[src/rtl/uart_axil_responder.sv]
// AXI4-Lite UART register responder: DATA/STATUS/IER/SCRATCH registers,
// a TX byte FIFO toward the serializer and an RX byte FIFO from the deserializer.

module uart_byte_fifo #(
    parameter int DEPTH = 16
) (
    input  logic       clk,
    input  logic       rst,
    input  logic       push,
    input  logic [7:0] din,
    input  logic       pop,
    output logic       full,
    output logic       empty,
    output logic [7:0] head
);
    localparam int PW = $clog2(DEPTH);

    logic [7:0]  mem [DEPTH];
    logic [PW-1:0] wr_ptr_q, wr_ptr_d;
    logic [PW-1:0] rd_ptr_q, rd_ptr_d;
    logic [PW:0]   count_q, count_d;
    logic          push_ok, pop_ok;

    // Legality comes from the registered count, so a push into a full FIFO
    // is dropped even when a pop happens in the same cycle.
    assign full    = (count_q == (PW+1)'(DEPTH));
    assign empty   = (count_q == '0);
    assign push_ok = push & ~full;
    assign pop_ok  = pop & ~empty;
    assign head    = mem[rd_ptr_q];

    always_comb begin
        wr_ptr_d = wr_ptr_q + PW'(push_ok);
        rd_ptr_d = rd_ptr_q + PW'(pop_ok);
        count_d  = count_q + (PW+1)'(push_ok) - (PW+1)'(pop_ok);
    end

    always_ff @(posedge clk or posedge rst) begin
        if (rst) begin
            wr_ptr_q <= '0;
            rd_ptr_q <= '0;
            count_q  <= '0;
        end else begin
            wr_ptr_q <= wr_ptr_d;
            rd_ptr_q <= rd_ptr_d;
            count_q  <= count_d;
        end
    end

    always_ff @(posedge clk) begin
        if (push_ok) begin
            mem[wr_ptr_q] <= din;
        end
    end
endmodule

module uart_axil_responder #(
    parameter int FIFO_DEPTH = 16
) (
    input  logic        chipset_clk,
    input  logic        chipset_rst,
    input  logic [12:0] uart_axi_awaddr,
    input  logic        uart_axi_awvalid,
    output logic        uart_axi_awready,
    input  logic [31:0] uart_axi_wdata,
    input  logic        uart_axi_wvalid,
    output logic        uart_axi_wready,
    output logic [1:0]  uart_axi_bresp,
    output logic        uart_axi_bvalid,
    input  logic        uart_axi_bready,
    input  logic [12:0] uart_axi_araddr,
    input  logic        uart_axi_arvalid,
    output logic        uart_axi_arready,
    output logic [31:0] uart_axi_rdata,
    output logic [1:0]  uart_axi_rresp,
    output logic        uart_axi_rvalid,
    input  logic        uart_axi_rready,
    output logic [7:0]  tx_data,
    output logic        tx_valid,
    input  logic        tx_ready,
    input  logic [7:0]  rx_data,
    input  logic        rx_strobe,
    output logic        uart_irq
);
    localparam logic [1:0] RESP_OKAY   = 2'b00;
    localparam logic [1:0] RESP_SLVERR = 2'b10;
    localparam logic [1:0] SEL_DATA    = 2'd0;
    localparam logic [1:0] SEL_STATUS  = 2'd1;
    localparam logic [1:0] SEL_IER     = 2'd2;
    localparam logic [1:0] SEL_SCRATCH = 2'd3;

    logic        aw_held_q, aw_held_d;
    logic [12:2] aw_addr_q, aw_addr_d;
    logic        w_held_q, w_held_d;
    logic [31:0] w_data_q, w_data_d;
    logic        bvalid_q, bvalid_d;
    logic [1:0]  bresp_q, bresp_d;
    logic        rvalid_q, rvalid_d;
    logic [1:0]  rresp_q, rresp_d;
    logic [31:0] rdata_q, rdata_d;
    logic [1:0]  ier_q, ier_d;
    logic [31:0] scratch_q, scratch_d;
    logic        tx_ovf_q, tx_ovf_d;
    logic        rx_ovr_q, rx_ovr_d;
    logic        irq_q, irq_d;

    logic        aw_hs, w_hs, ar_hs, wr_fire;
    logic [12:2] wr_addr;
    logic [31:0] wr_data;
    logic        wr_hit, rd_hit;
    logic [1:0]  wr_sel, rd_sel;
    logic        tx_push, tx_pop, tx_full, tx_empty;
    logic        rx_pop, rx_full, rx_empty;
    logic [7:0]  rx_head;
    logic        sticky_clr;
    logic        unused_ok;

    assign unused_ok = &{1'b0, uart_axi_awaddr[1:0], uart_axi_araddr[1:0]};

    assign uart_axi_awready = ~aw_held_q & ~bvalid_q;
    assign uart_axi_wready  = ~w_held_q & ~bvalid_q;
    assign uart_axi_arready = ~rvalid_q;
    assign uart_axi_bvalid  = bvalid_q;
    assign uart_axi_bresp   = bresp_q;
    assign uart_axi_rvalid  = rvalid_q;
    assign uart_axi_rresp   = rresp_q;
    assign uart_axi_rdata   = rdata_q;
    assign uart_irq         = irq_q;

    assign aw_hs = uart_axi_awvalid & uart_axi_awready;
    assign w_hs  = uart_axi_wvalid & uart_axi_wready;
    assign ar_hs = uart_axi_arvalid & uart_axi_arready;

    // A beat arriving this cycle counts as held, giving single-cycle write latency.
    assign wr_fire = (aw_held_q | aw_hs) & (w_held_q | w_hs) & ~bvalid_q;
    assign wr_addr = aw_held_q ? aw_addr_q : uart_axi_awaddr[12:2];
    assign wr_data = w_held_q ? w_data_q : uart_axi_wdata;
    assign wr_hit  = (wr_addr[12:4] == '0);
    assign wr_sel  = wr_addr[3:2];
    assign rd_hit  = (uart_axi_araddr[12:4] == '0);
    assign rd_sel  = uart_axi_araddr[3:2];

    assign tx_push    = wr_fire & wr_hit & (wr_sel == SEL_DATA);
    assign tx_valid   = ~tx_empty;
    assign tx_pop     = tx_valid & tx_ready;
    assign rx_pop     = ar_hs & rd_hit & (rd_sel == SEL_DATA);
    assign sticky_clr = ar_hs & rd_hit & (rd_sel == SEL_STATUS);

    uart_byte_fifo #(.DEPTH(FIFO_DEPTH)) u_tx_fifo (
        .clk   (chipset_clk),
        .rst   (chipset_rst),
        .push  (tx_push),
        .din   (wr_data[7:0]),
        .pop   (tx_pop),
        .full  (tx_full),
        .empty (tx_empty),
        .head  (tx_data)
    );

    uart_byte_fifo #(.DEPTH(FIFO_DEPTH)) u_rx_fifo (
        .clk   (chipset_clk),
        .rst   (chipset_rst),
        .push  (rx_strobe),
        .din   (rx_data),
        .pop   (rx_pop),
        .full  (rx_full),
        .empty (rx_empty),
        .head  (rx_head)
    );

    always_comb begin
        aw_held_d = aw_held_q;
        aw_addr_d = aw_addr_q;
        w_held_d  = w_held_q;
        w_data_d  = w_data_q;
        bvalid_d  = bvalid_q;
        bresp_d   = bresp_q;
        ier_d     = ier_q;
        scratch_d = scratch_q;

        if (aw_hs) begin
            aw_held_d = 1'b1;
            aw_addr_d = uart_axi_awaddr[12:2];
        end
        if (w_hs) begin
            w_held_d = 1'b1;
            w_data_d = uart_axi_wdata;
        end
        if (bvalid_q && uart_axi_bready) begin
            bvalid_d = 1'b0;
        end

        if (wr_fire) begin
            aw_held_d = 1'b0;
            w_held_d  = 1'b0;
            bvalid_d  = 1'b1;
            bresp_d   = wr_hit ? RESP_OKAY : RESP_SLVERR;
            if (wr_hit && wr_sel == SEL_IER) begin
                ier_d = wr_data[1:0];
            end
            if (wr_hit && wr_sel == SEL_SCRATCH) begin
                scratch_d = wr_data;
            end
        end
    end

    always_comb begin
        rvalid_d = rvalid_q;
        rresp_d  = rresp_q;
        rdata_d  = rdata_q;

        if (rvalid_q && uart_axi_rready) begin
            rvalid_d = 1'b0;
        end
        if (ar_hs) begin
            rvalid_d = 1'b1;
            rresp_d  = rd_hit ? RESP_OKAY : RESP_SLVERR;
            rdata_d  = '0;
            if (rd_hit) begin
                unique case (rd_sel)
                    SEL_DATA:    rdata_d = rx_empty ? 32'd0 : {24'd0, rx_head};
                    SEL_STATUS:  rdata_d = {26'd0, rx_ovr_q, tx_ovf_q, rx_full,
                                            tx_empty, tx_full, ~rx_empty};
                    SEL_IER:     rdata_d = {30'd0, ier_q};
                    SEL_SCRATCH: rdata_d = scratch_q;
                    default:     rdata_d = '0;
                endcase
            end
        end
    end

    // New overflow events win over a clearing STATUS read in the same cycle.
    always_comb begin
        tx_ovf_d = (tx_ovf_q & ~sticky_clr) | (tx_push & tx_full);
        rx_ovr_d = (rx_ovr_q & ~sticky_clr) | (rx_strobe & rx_full);
        irq_d    = (ier_q[0] & ~rx_empty) | (ier_q[1] & tx_empty);
    end

    always_ff @(posedge chipset_clk or posedge chipset_rst) begin
        if (chipset_rst) begin
            aw_held_q <= 1'b0;
            aw_addr_q <= '0;
            w_held_q  <= 1'b0;
            w_data_q  <= '0;
            bvalid_q  <= 1'b0;
            bresp_q   <= RESP_OKAY;
            rvalid_q  <= 1'b0;
            rresp_q   <= RESP_OKAY;
            rdata_q   <= '0;
            ier_q     <= '0;
            scratch_q <= '0;
            tx_ovf_q  <= 1'b0;
            rx_ovr_q  <= 1'b0;
            irq_q     <= 1'b0;
        end else begin
            aw_held_q <= aw_held_d;
            aw_addr_q <= aw_addr_d;
            w_held_q  <= w_held_d;
            w_data_q  <= w_data_d;
            bvalid_q  <= bvalid_d;
            bresp_q   <= bresp_d;
            rvalid_q  <= rvalid_d;
            rresp_q   <= rresp_d;
            rdata_q   <= rdata_d;
            ier_q     <= ier_d;
            scratch_q <= scratch_d;
            tx_ovf_q  <= tx_ovf_d;
            rx_ovr_q  <= rx_ovr_d;
            irq_q     <= irq_d;
        end
    end
endmodule
[config.mk]
export PLATFORM = sky130hd
export DESIGN_NAME = uart_axil_responder
export DESIGN_NICKNAME = d
export VERILOG_FILES = /design/src/rtl/uart_axil_responder.sv
export SDC_FILE = /design/constraint.sdc
export NUM_CORES = 1
export LEC_CHECK = 0
export ABC_AREA = 0
export BUFFER_PORTS_ARGS = -buffer_cell sky130_fd_sc_hd__buf_2
export CORE_MARGIN = 5
export CORE_UTILIZATION = 64
export CTS_CLUSTER_SIZE = 20
export DETAILED_ROUTE_END_ITERATION = 6
export GPL_TIMING_DRIVEN = 0
export PLACE_DENSITY = 0.9
export REMOVE_ABC_BUFFERS = 1
export SLEW_MARGIN = 10
export SYNTH_ARGS = -nofsm -noshare
export SYNTH_HDL_FRONTEND = slang
export SYNTH_SLANG_ARGS = --single-unit
[constraint.sdc]
create_clock -name chipset_clk -period 9.3 [get_ports chipset_clk]
set_input_delay 0.465 -clock chipset_clk [delete_from_list [all_inputs] [get_ports chipset_clk]]
set_output_delay 0.465 -clock chipset_clk [all_outputs]
set_load 0.005 [all_outputs]
======== Word-level counts from Yosys, hierarchy flattened ========
Memories as Yosys holds them, arrays and structs flattened.
Cells that the tools add are included.
cells by class
  reduce and logical (&&, ||, !) cells .... 16
  muxes and demuxes ....................... 19
  bitwise logic cells ..................... 37
  add/sub/neg operators ................... 8
  eq/ne operators ......................... 7
operators by type and width
  cell                count
  $pmux 32 s4         1
  $mux 32             2
  $and 1x1->1         23
  $logic_not 9->1     2
  $add 4x1->4         4
  $mux 1              12
  $mux 11             1
  $add 5x1->5         2
  $eq 5x5->1 const B  2
  $logic_not 5->1     2
  $sub 5x1->5         2
  $not 1->1           9
  $eq 2x2->1 const B  4
  $mux 8              1
  $reduce_bool 2->1   4
  $or 1x1->1          5
  $logic_and 1x1->1   4
  $logic_not 2->1     2
  $mux 2              2
  $reduce_and 2->1    2
  $eq 2x1->1 const B  1
storage, ports and cells
  memories kept ........................... 2
  memory bits (writable) .................. 256
  word-level logic and storage cells ...... 109
  output and inout port bits .............. 51
  register bits after elaboration ......... 146
  input bits .............................. 75
memories
  memory         words  bits a word  read ports  clocked after Yosys merged registers in  write ports  RTL line  text
  u_rx_fifo.mem  16     8            1           0                                        1            18        logic [7:0] mem [DEPTH];
  u_tx_fifo.mem  16     8            1           0                                        1            18

======== Longest topological paths before layout ========
Gate-level depths: netlist of the first run.
  depth in word-level cells ............... 11
  depth in mapped cells ................... 14
  mapped depth without buffers ............ 14

======== Modules after synthesis ========
A second synthesis of the first run with hierarchy kept.
second synthesis, totals
  cells, all modules ...................... 952
  area, all modules ....................... 16437.0 µm²
by module, submodules not included
  module                      times used  seq. area each (µm²)  area an instance (µm²)  cells each
  uart_byte_fifo (u_tx_fifo)  1           4169.0                5729.2                  310
  uart_byte_fifo (u_rx_fifo)  1           4169.0                5657.9                  276
  uart_axil_responder         1           2952.8                5049.8                  366

======== Worst setup path after synthesis of the first run ========
OpenSTA, ideal clock, no wires.
  path kind ............................... input port to flip-flop
  start point ............................. in uart_axi_araddr[9]
  end point ............................... reg u_rx_fifo.count_q[4]
  stages on the path ...................... 12
  data arrival time ....................... 2981 ps
  buffers on the path ..................... 0
  required time ........................... 9220 ps
  setup time .............................. 80 ps
  setup slack ............................. 6239 ps
  path through ............................ or4_4 nor4_2 and2_1 ha_1 inv_1 ha_1 inv_1 fa_1 inv_1 a21oi_1 o21bai_1 xnor2_1
on the way
  cells in the longest elaborated chain, start to end .. 5
ends and longest elaborated chain
  item                            RTL line  text
  from (decl)                     71        input logic [12:0] uart_axi_araddr,
  $logic_not 9->1                 140       assign rd_hit = (uart_axi_araddr[12:4] == '0);
  $and 1x1->1 (2 in series)       146       assign rx_pop = ar_hs & rd_hit & (rd_sel == SEL_DATA);
  $and 1x1->1                     29        assign pop_ok = pop & ~empty;
  $sub 5x1->5                     35        count_d = count_q + (PW+1)'(push_ok) - (PW+1)'(pop_ok);
  named net u_rx_fifo.count_d[4]  21        logic [PW:0] count_q, count_d;
  to (signal assigned)            46        count_q <= count_d;
  to (decl)                       21
The timed path passes the listed nets, and every way through them passes these cells.
A chain may end at the register's enable or synchronous reset.

======== Worst setup path after layout of the first run ========
  start point ............................. reg rvalid_q, in the netlist uart_axi_rvalid
  end point ............................... reg u_rx_fifo.count_q[4]
on the way
  cells in the longest elaborated chain, start to end .. 6
ends and longest elaborated chain
  item                            RTL line  text
  from (decl)                     98        logic rvalid_q, rvalid_d;
  from (signal assigned)          262       rvalid_q <= rvalid_d;
  $not 1->1                       122       assign uart_axi_arready = ~rvalid_q;
  $and 1x1->1                     132       assign ar_hs = uart_axi_arvalid & uart_axi_arready;
  $and 1x1->1 (2 in series)       146
  $and 1x1->1                     29
  $sub 5x1->5                     35
  named net u_rx_fifo.count_d[4]  21
The timed path passes the listed nets, and every way through them passes these cells.

==> metrics, run 1 <==
status completed; initial antenna violation count 4; most frequent cells in the layout 256 x edfxtp_1, 141 x dfrtp_1, 122 x buf_2, 108 x mux2_2, 48 x mux4_2; DP Worst Slack ~5.7 ns; Core ar. between 20000 and 30000 µm²; post-route antenna net violation count 0; Synth cell types between 50 and 60; post-synthesis sequential area ratio between 60% and 70%; routed vias/inst 6.452; synthesized area roughly 16000 µm²; die height 170.2 µm; initial drt markers just under 1000; drt drc 0; site row count just under 60; clk_skew approximately 0.019 ns; Seq cells post-synth 400; port bufs 119; ys flop type edfxtp_1; FMAX about 290 MHz; drt wl/cell 25.43 µm; Clk pin slew, worst setup/hold paths about 0.07 ns; pwr dens approximately 270 nW/µm²; io pins ~130; First-pass DRT Iterations 5; Finish-stage setup viols 0; Max-slew headroom roughly 29%; global router's overall resource usage 25.96%; Worst setup SP type flip-flop; register area ~11000 µm²; CP Capture Type flip-flop; EDFF count, synth 256; DPL Wire Length ~24000 µm; CTS Buf Count 38; Slew Viols, Final 0; Synth Instances 947; asr flop ratio synth between 30% and 40%; largest net degree at the start of global routing 85; H-tree depth 2; vias in the first global route approximately 9900; PostCTS Resize Cnt 0; CTS Root Cell clkbuf_16; Crit Path Max Fanout 7; crit path time final around 3.5 ns; clk_lat worst skew 0.53 ns; Worst Tran Pin Value approximately 1.1 ns; Max Cap Viol 0; FILL cells ~1400; GPL Wtd Cong slightly below 0.8; Final TNS setup 0 ns; setup slack after layout 5.841 ns; DIE AREA just under 30000 µm²; Syn. warnings 0; Nets about 1200; global-route wire length before repair 57260 µm; critical path class reg -> reg; Hold Fails Final Rpt 0; final cycle utilization of the critical path 37.19%; average size of a mapped cell 17.35 µm²; layout cells sized above 1 between 30% and 40%; Post-CTS Setup Bufs 0; required time of the critical path 9.76 ns; Initial Util roughly two thirds; multi-input logic area about 4900 µm²; Hold Path Class in -> reg; CTS Buffer Depth 3; RSZ-0062 raised after global routing false; GRT Residual Overflow 0; Chip Width around 170 µm; crit path DAT about 3.9 ns; vias a little over 9000; CTS sink count 400; leakage roughly 7.2 nW; P&R area growth vs syn 14.47%; CTS tree yes; DRT Wirelength 36730 µm; commonest non-fill, non-tap cell in the layout edfxtp_1; # hold bufs at CTS 1; Peak VDD IR roughly 0.21 mV
-- state kept, by name, summed over array words and instances (netlist names), 5 cells and up --
| name | flops |
|---|---|
| w_data_q | 32 |
| u_rx_fifo.mem | 128 |
| u_tx_fifo.count_q | 5 |
| aw_addr_q | 11 |
| u_tx_fifo.mem | 128 |
| uart_axi_rdata | 32 |
| u_rx_fifo.count_q | 5 |
| scratch_q | 32 |
-- worst max-delay path, stage by stage, from the launching register on --
cell and delay, ns:
dfrtp_1 0.40, or4b_4 0.61, nor4_2 0.62, and2_1 0.28
ha_1 0.25, inv_1 0.06, ha_1 0.19, inv_1 0.07
fa_1 0.43, inv_1 0.09, a21oi_1 0.08, o21bai_1 0.18
xnor2_1 0.14
-- cell type report --
type,count,share of cell area (%)
Antenna cell,4,0.05324
Clock buffer,52,5.450
Clock inverter,17,0.8718
Inverter,25,0.5390
Multi-Input combinational cell,472,26.11
Sequential cell,400,60.09
Tap cell,330,2.196
Timing Repair Buffer,144,4.698
-- report_power, final --
part           total [mW]  internal (mW)  switching [mW]
combinational        1.13          0.523           0.609
clock                1.50          0.859           0.645
sequential           2.39           2.19           0.202
-- worst paths after layout --
| check | cells past startpoint | from | slack (ns) | end |
|---|---|---|---|---|
| min in group asynchronous | 3 | chipset_rst | 0.52 | scratch_q[17] |
| max in group asynchronous | 4 | chipset_rst | 7.97 | u_tx_fifo.rd_ptr_q[0] |
| worst min-delay path | 2 | uart_axi_rready | 0.12 | uart_axi_rvalid |
| worst max register to register | 12 | uart_axi_rvalid | 5.84 | u_rx_fifo.count_q[4] |
| worst max-delay path | 12 | uart_axi_rvalid | 5.84 | u_rx_fifo.count_q[4] |
| worst min register to register | 1 | scratch_q[19] | 0.49 | uart_axi_rdata[19] |
-- cells in the mapped netlist, drive strengths merged (2+ instances only) --
master	count	area (µm²)
a21o	2	15.01
a21oi	5	25.02
a221oi	18	175.2
a22o	36	315.3
a22oi	17	127.6
a2bb2oi	3	26.28
and2	6	37.54
buf	26	175.2
clkbuf	25	93.84
dfrtp	144	3603
edfxtp	256	7687
fa	2	40.04
ha	20	250.2
inv	25	93.84
mux2	110	1239
mux2i	38	380.4
mux4	48	1081
nand2	30	112.6
nand2b	8	50.05
nand3	8	50.05
nand3b	4	30.03
nor2	20	75.07
nor2b	9	56.30
nor3	6	30.03
nor4	22	180.2
nor4b	2	32.53
o211ai	6	45.04
o21a	2	15.01
o21ai	12	60.06
o21bai	4	30.03
o221ai	2	17.52
or2	2	12.51
or4b	2	23.77
xnor2	8	70.07
xor2	8	70.07
-- cell families (layout without fill, tap and decap cells) --
kind of cell / count (synthesis) / after routing / share of synthesized area [%]
buf+inv: 76 / 238 / 2.209
flops: 400 / 400 / 68.74
simple gates: 124 / 124 / 4.494
other cells: 1 / 6 / 0.02283
compound gates: 112 / 112 / 5.477
xor+xnor: 16 / 16 / 0.8532
fa+ha+maj: 22 / 22 / 1.767
mux: 196 / 196 / 16.44
-- metal layers --
layer / GRT usage, % / part of all wire, % / vias up
met5: 0 / 0 / -
met4: 10.56 / 4.3 / 0
met3: 4.251 / 5.8 / 112
met2: 45.20 / 54 / 429
met1: 32.86 / 36 / 4803
li1: - / - / 3972
-- per-stage QoR --
step / hold WS [ns] / instances / instance area, µm² / utilization, % / total power [mW]
finish: 0.1193 / 1444 / 18800 / 74.45 / 5.026
global route: 0.1163 / 1444 / 18800 / 74.45 / 5.244
CTS: 0.1072 / 1440 / 18790 / 74.40 / 5.034
detailed placement: 0.4844 / 1370 / 17590 / 69.65 / 3.524
global placement: 0.4631 / 1346 / 17170 / 67.98 / 3.407
floorplan: 0.4522 / 897 / 16160 / - / 3.123
Note: power is estimated with default switching activity, not from simulation.
==> run 2: changes to the inputs <==
--- a/config.mk
+++ b/config.mk
@@ -8,11 +8,11 @@
 export ABC_AREA = 0
 export BUFFER_PORTS_ARGS = -buffer_cell sky130_fd_sc_hd__buf_2
 export CORE_MARGIN = 5
-export CORE_UTILIZATION = 64
+export CORE_UTILIZATION = 60
 export CTS_CLUSTER_SIZE = 20
 export DETAILED_ROUTE_END_ITERATION = 6
 export GPL_TIMING_DRIVEN = 0
-export PLACE_DENSITY = 0.9
+export PLACE_DENSITY = 0.86
 export REMOVE_ABC_BUFFERS = 1
 export SLEW_MARGIN = 10
 export SYNTH_ARGS = -nofsm -noshare
==> constraint.sdc (replaced) <==
create_clock -name chipset_clk -period 3.3 [get_ports chipset_clk]
set_input_delay 0.165 -clock chipset_clk [delete_from_list [all_inputs] [get_ports chipset_clk]]
set_output_delay 0.165 -clock chipset_clk [all_outputs]
set_load 0.005 [all_outputs]
==> run 2 against run 1 <==
Non-clock buffer count is 50 higher. First-iteration DRC count shrank 6.7%. Setup slack got worse by 5.7 ns. Sequential cell count is the same. Largest cell class unchanged. Highest routed layer unchanged.
==> metrics, run 2 (synthesis gave the netlist of run 1 again) <==
status completed; drt drc 0 (unchanged); Pwr Total 14.55 mW (+190%); final cycle utilization of the critical path 95.81% (+59 points); routed vias/inst 6.362 (-1.4%); DPL Wire Length 22370 µm (-6.0%); DP Worst Slack -0.06960 ns (-5.722 ns); CTS Buffer Depth 3 (unchanged); crit path time final 3.162 ns (-0.2971 ns); Peak VDD IR 0.4872 mV (+130%); Slew Viols, Final 0 (unchanged); Core ar. 26950 µm² (+6.7%); FMAX 316.3 MHz (+9.4%); Max-slew headroom 29.33% (+0.81 points); RSZ-0062 raised after global routing false; die height 175.5 µm (+3.1%); setup slack after layout 0.1381 ns (-5.703 ns); Initial Util 60.95% (-4.1 points); GPL Wtd Cong 0.8091 (+1.9%); Hold Fails Final Rpt 0 (unchanged); leakage 7.515 nW (+3.9%); CTS tree yes; CTS Root Cell clkbuf_16; Crit Path Max Fanout 6 (-1); post-route cell area 19440 µm² (+3.4%); First-pass DRT Iterations 5 (unchanged); Nets 1230 (+4.4%); Cell Chain, Critical Path or4b_4, nor4_4, buf_4, and2_1, ha_1, inv_1, ha_1, inv_1, fa_1, inv_1, a21oi_1, o21bai_1, xnor2_1; largest net degree at the start of global routing 93 (+9.4%); Finish-stage setup viols 0 (unchanged); commonest non-fill, non-tap cell in the layout edfxtp_1; placed inst area 17600 µm² (about the same); io pins 126 (unchanged); CTS Buf Count 40 (+5.3%); required time of the critical path 3.75 ns (-6.01 ns); Clk pin slew, worst setup/hold paths 0.06 ns (about the same); CP most frequent cell inv_1; CTS sink count 400 (unchanged); clk_skew 0.01730 ns (-0.002038 ns); drt wl/cell 25.46 µm (+0.10%); post-route antenna net violation count 0 (unchanged); critical path's top delay family simple AND/OR/NAND/NOR gates; pwr dens 748.2 nW/µm² (+180%); most frequent cells in the layout 256 x edfxtp_1, 141 x dfrtp_1, 121 x buf_2, 108 x mux2_2, 49 x dlygate4sd3_1; Bufs and invs on worst path 4 (+1); Worst path max stage delay 0.64 ns (+0.02 ns); GRT Residual Overflow 0 (unchanged); global-route wire length before repair 60330 µm (+5.4%); P&R area growth vs syn 18.36%; port bufs 119 (unchanged); H-tree depth 2 (unchanged); vias in the first global route 10327 (+4.1%); crit path DAT 3.62 ns (-0.30 ns); Max Cap Viol 0 (unchanged); vias 9600 (+3.0%); FILL cells 1496 (+9.0%); Hold Path Class in -> reg; dpl cells 1381 (+0.80%); initial drt markers 916 (-6.7%); DRT Wirelength 38420 µm (+4.6%); initial antenna violation count 2 (-2); critical path class reg -> reg; global router's overall resource usage 25.40% (-0.56 points); clk_lat worst skew 0.54 ns (about the same); DIE AREA 30780 µm² (+6.3%); Chip Width 175.5 µm (+3.1%); site row count 60 (+3.4%); Worst Tran Pin Value 1.060 ns (-0.01222 ns); layout cells sized above 1 34.88% (-0.53 points); slowest stage cell, crit path or4b_4; CP Capture Type flip-flop; top flop regs u_rx_fifo.mem: 128 flops, u_tx_fifo.mem: 128 flops; Worst setup SP type flip-flop; Final Non-Filler Cells 1509 (+4.5%)
-- run 2: cell types whose count changed in the layout (fill, tap and decap cells not counted), moves of 3 or more --
cell / change
clkbuf_8: +3
dlygate4sd3_1: +48
buf_4: +4
clkbuf_1: -6
-- run 2: through the flow --
| step | hold slack, ns | util (%) | TNS, ns |
|---|---|---|---|
| after CTS | 0.0003857 | 72.03 | 0 |
| after floorplan | 0.2614 | - | -105.30 |
| after global routing | 0.01953 | 72.12 | 0 |
| after detailed placement | 0.2168 | 65.30 | -0.06960 |
| final | 0.02319 | 72.14 | 0 |
| after global placement | 0.3431 | 63.76 | -585.27 |
-- run 2: worst paths after layout --
path	slack, ns	endpoint	depth (start not counted)	from
max in group asynchronous	2.24	u_tx_fifo.rd_ptr_q[0]	4	chipset_rst
hold reg to reg	0.49	uart_axi_rdata[15]	1	scratch_q[15]
hold / removal	0.02	u_rx_fifo.mem[6][7]	1	rx_data[7]
setup / recovery	0.14	u_rx_fifo.count_q[4]	13	uart_axi_rvalid
min in group asynchronous	0.20	uart_axi_rdata[11]	3	chipset_rst
setup reg to reg	0.14	u_rx_fifo.count_q[4]	13	uart_axi_rvalid
-- run 2: timing repair --
action / in CTS / in global routing
hold buffers: 49 / 0
setup endpoints to repair: 7 / 2
gates resized for setup: 3 / 2
setup buffers: 0 / 2
pin swaps: 0 / 1
endpoints found under the hold margin: 123 / 0
-- run 2: power by group --
group	internal [mW]	switching [mW]
Combinational	1.53	1.76
Clock	2.66	1.87
Sequential	6.17	0.557
-- run 2: metal layers --
layer	track usage [%]	wire length (µm)	vias to the layer above
li1	-	-	4069
met1	31.34	13910	4915
met2	43.77	20190	474
met3	4.240	2325	142
met4	12.87	1988	0
met5	0	0	-
-- run 2: final cells by class --
cell class                      count  area (µm²)  area share [%]
Multi-Input combinational cell    472        4927           25.34
Tap cell                          341       426.7           2.195
Clock buffer                       51        1094           5.625
Sequential cell                   400       11300           58.11
Antenna cell                        4       10.01         0.05149
Timing Repair Buffer              194        1373           7.060
Inverter                           25       101.3          0.5213
Clock inverter                     22       212.7           1.094
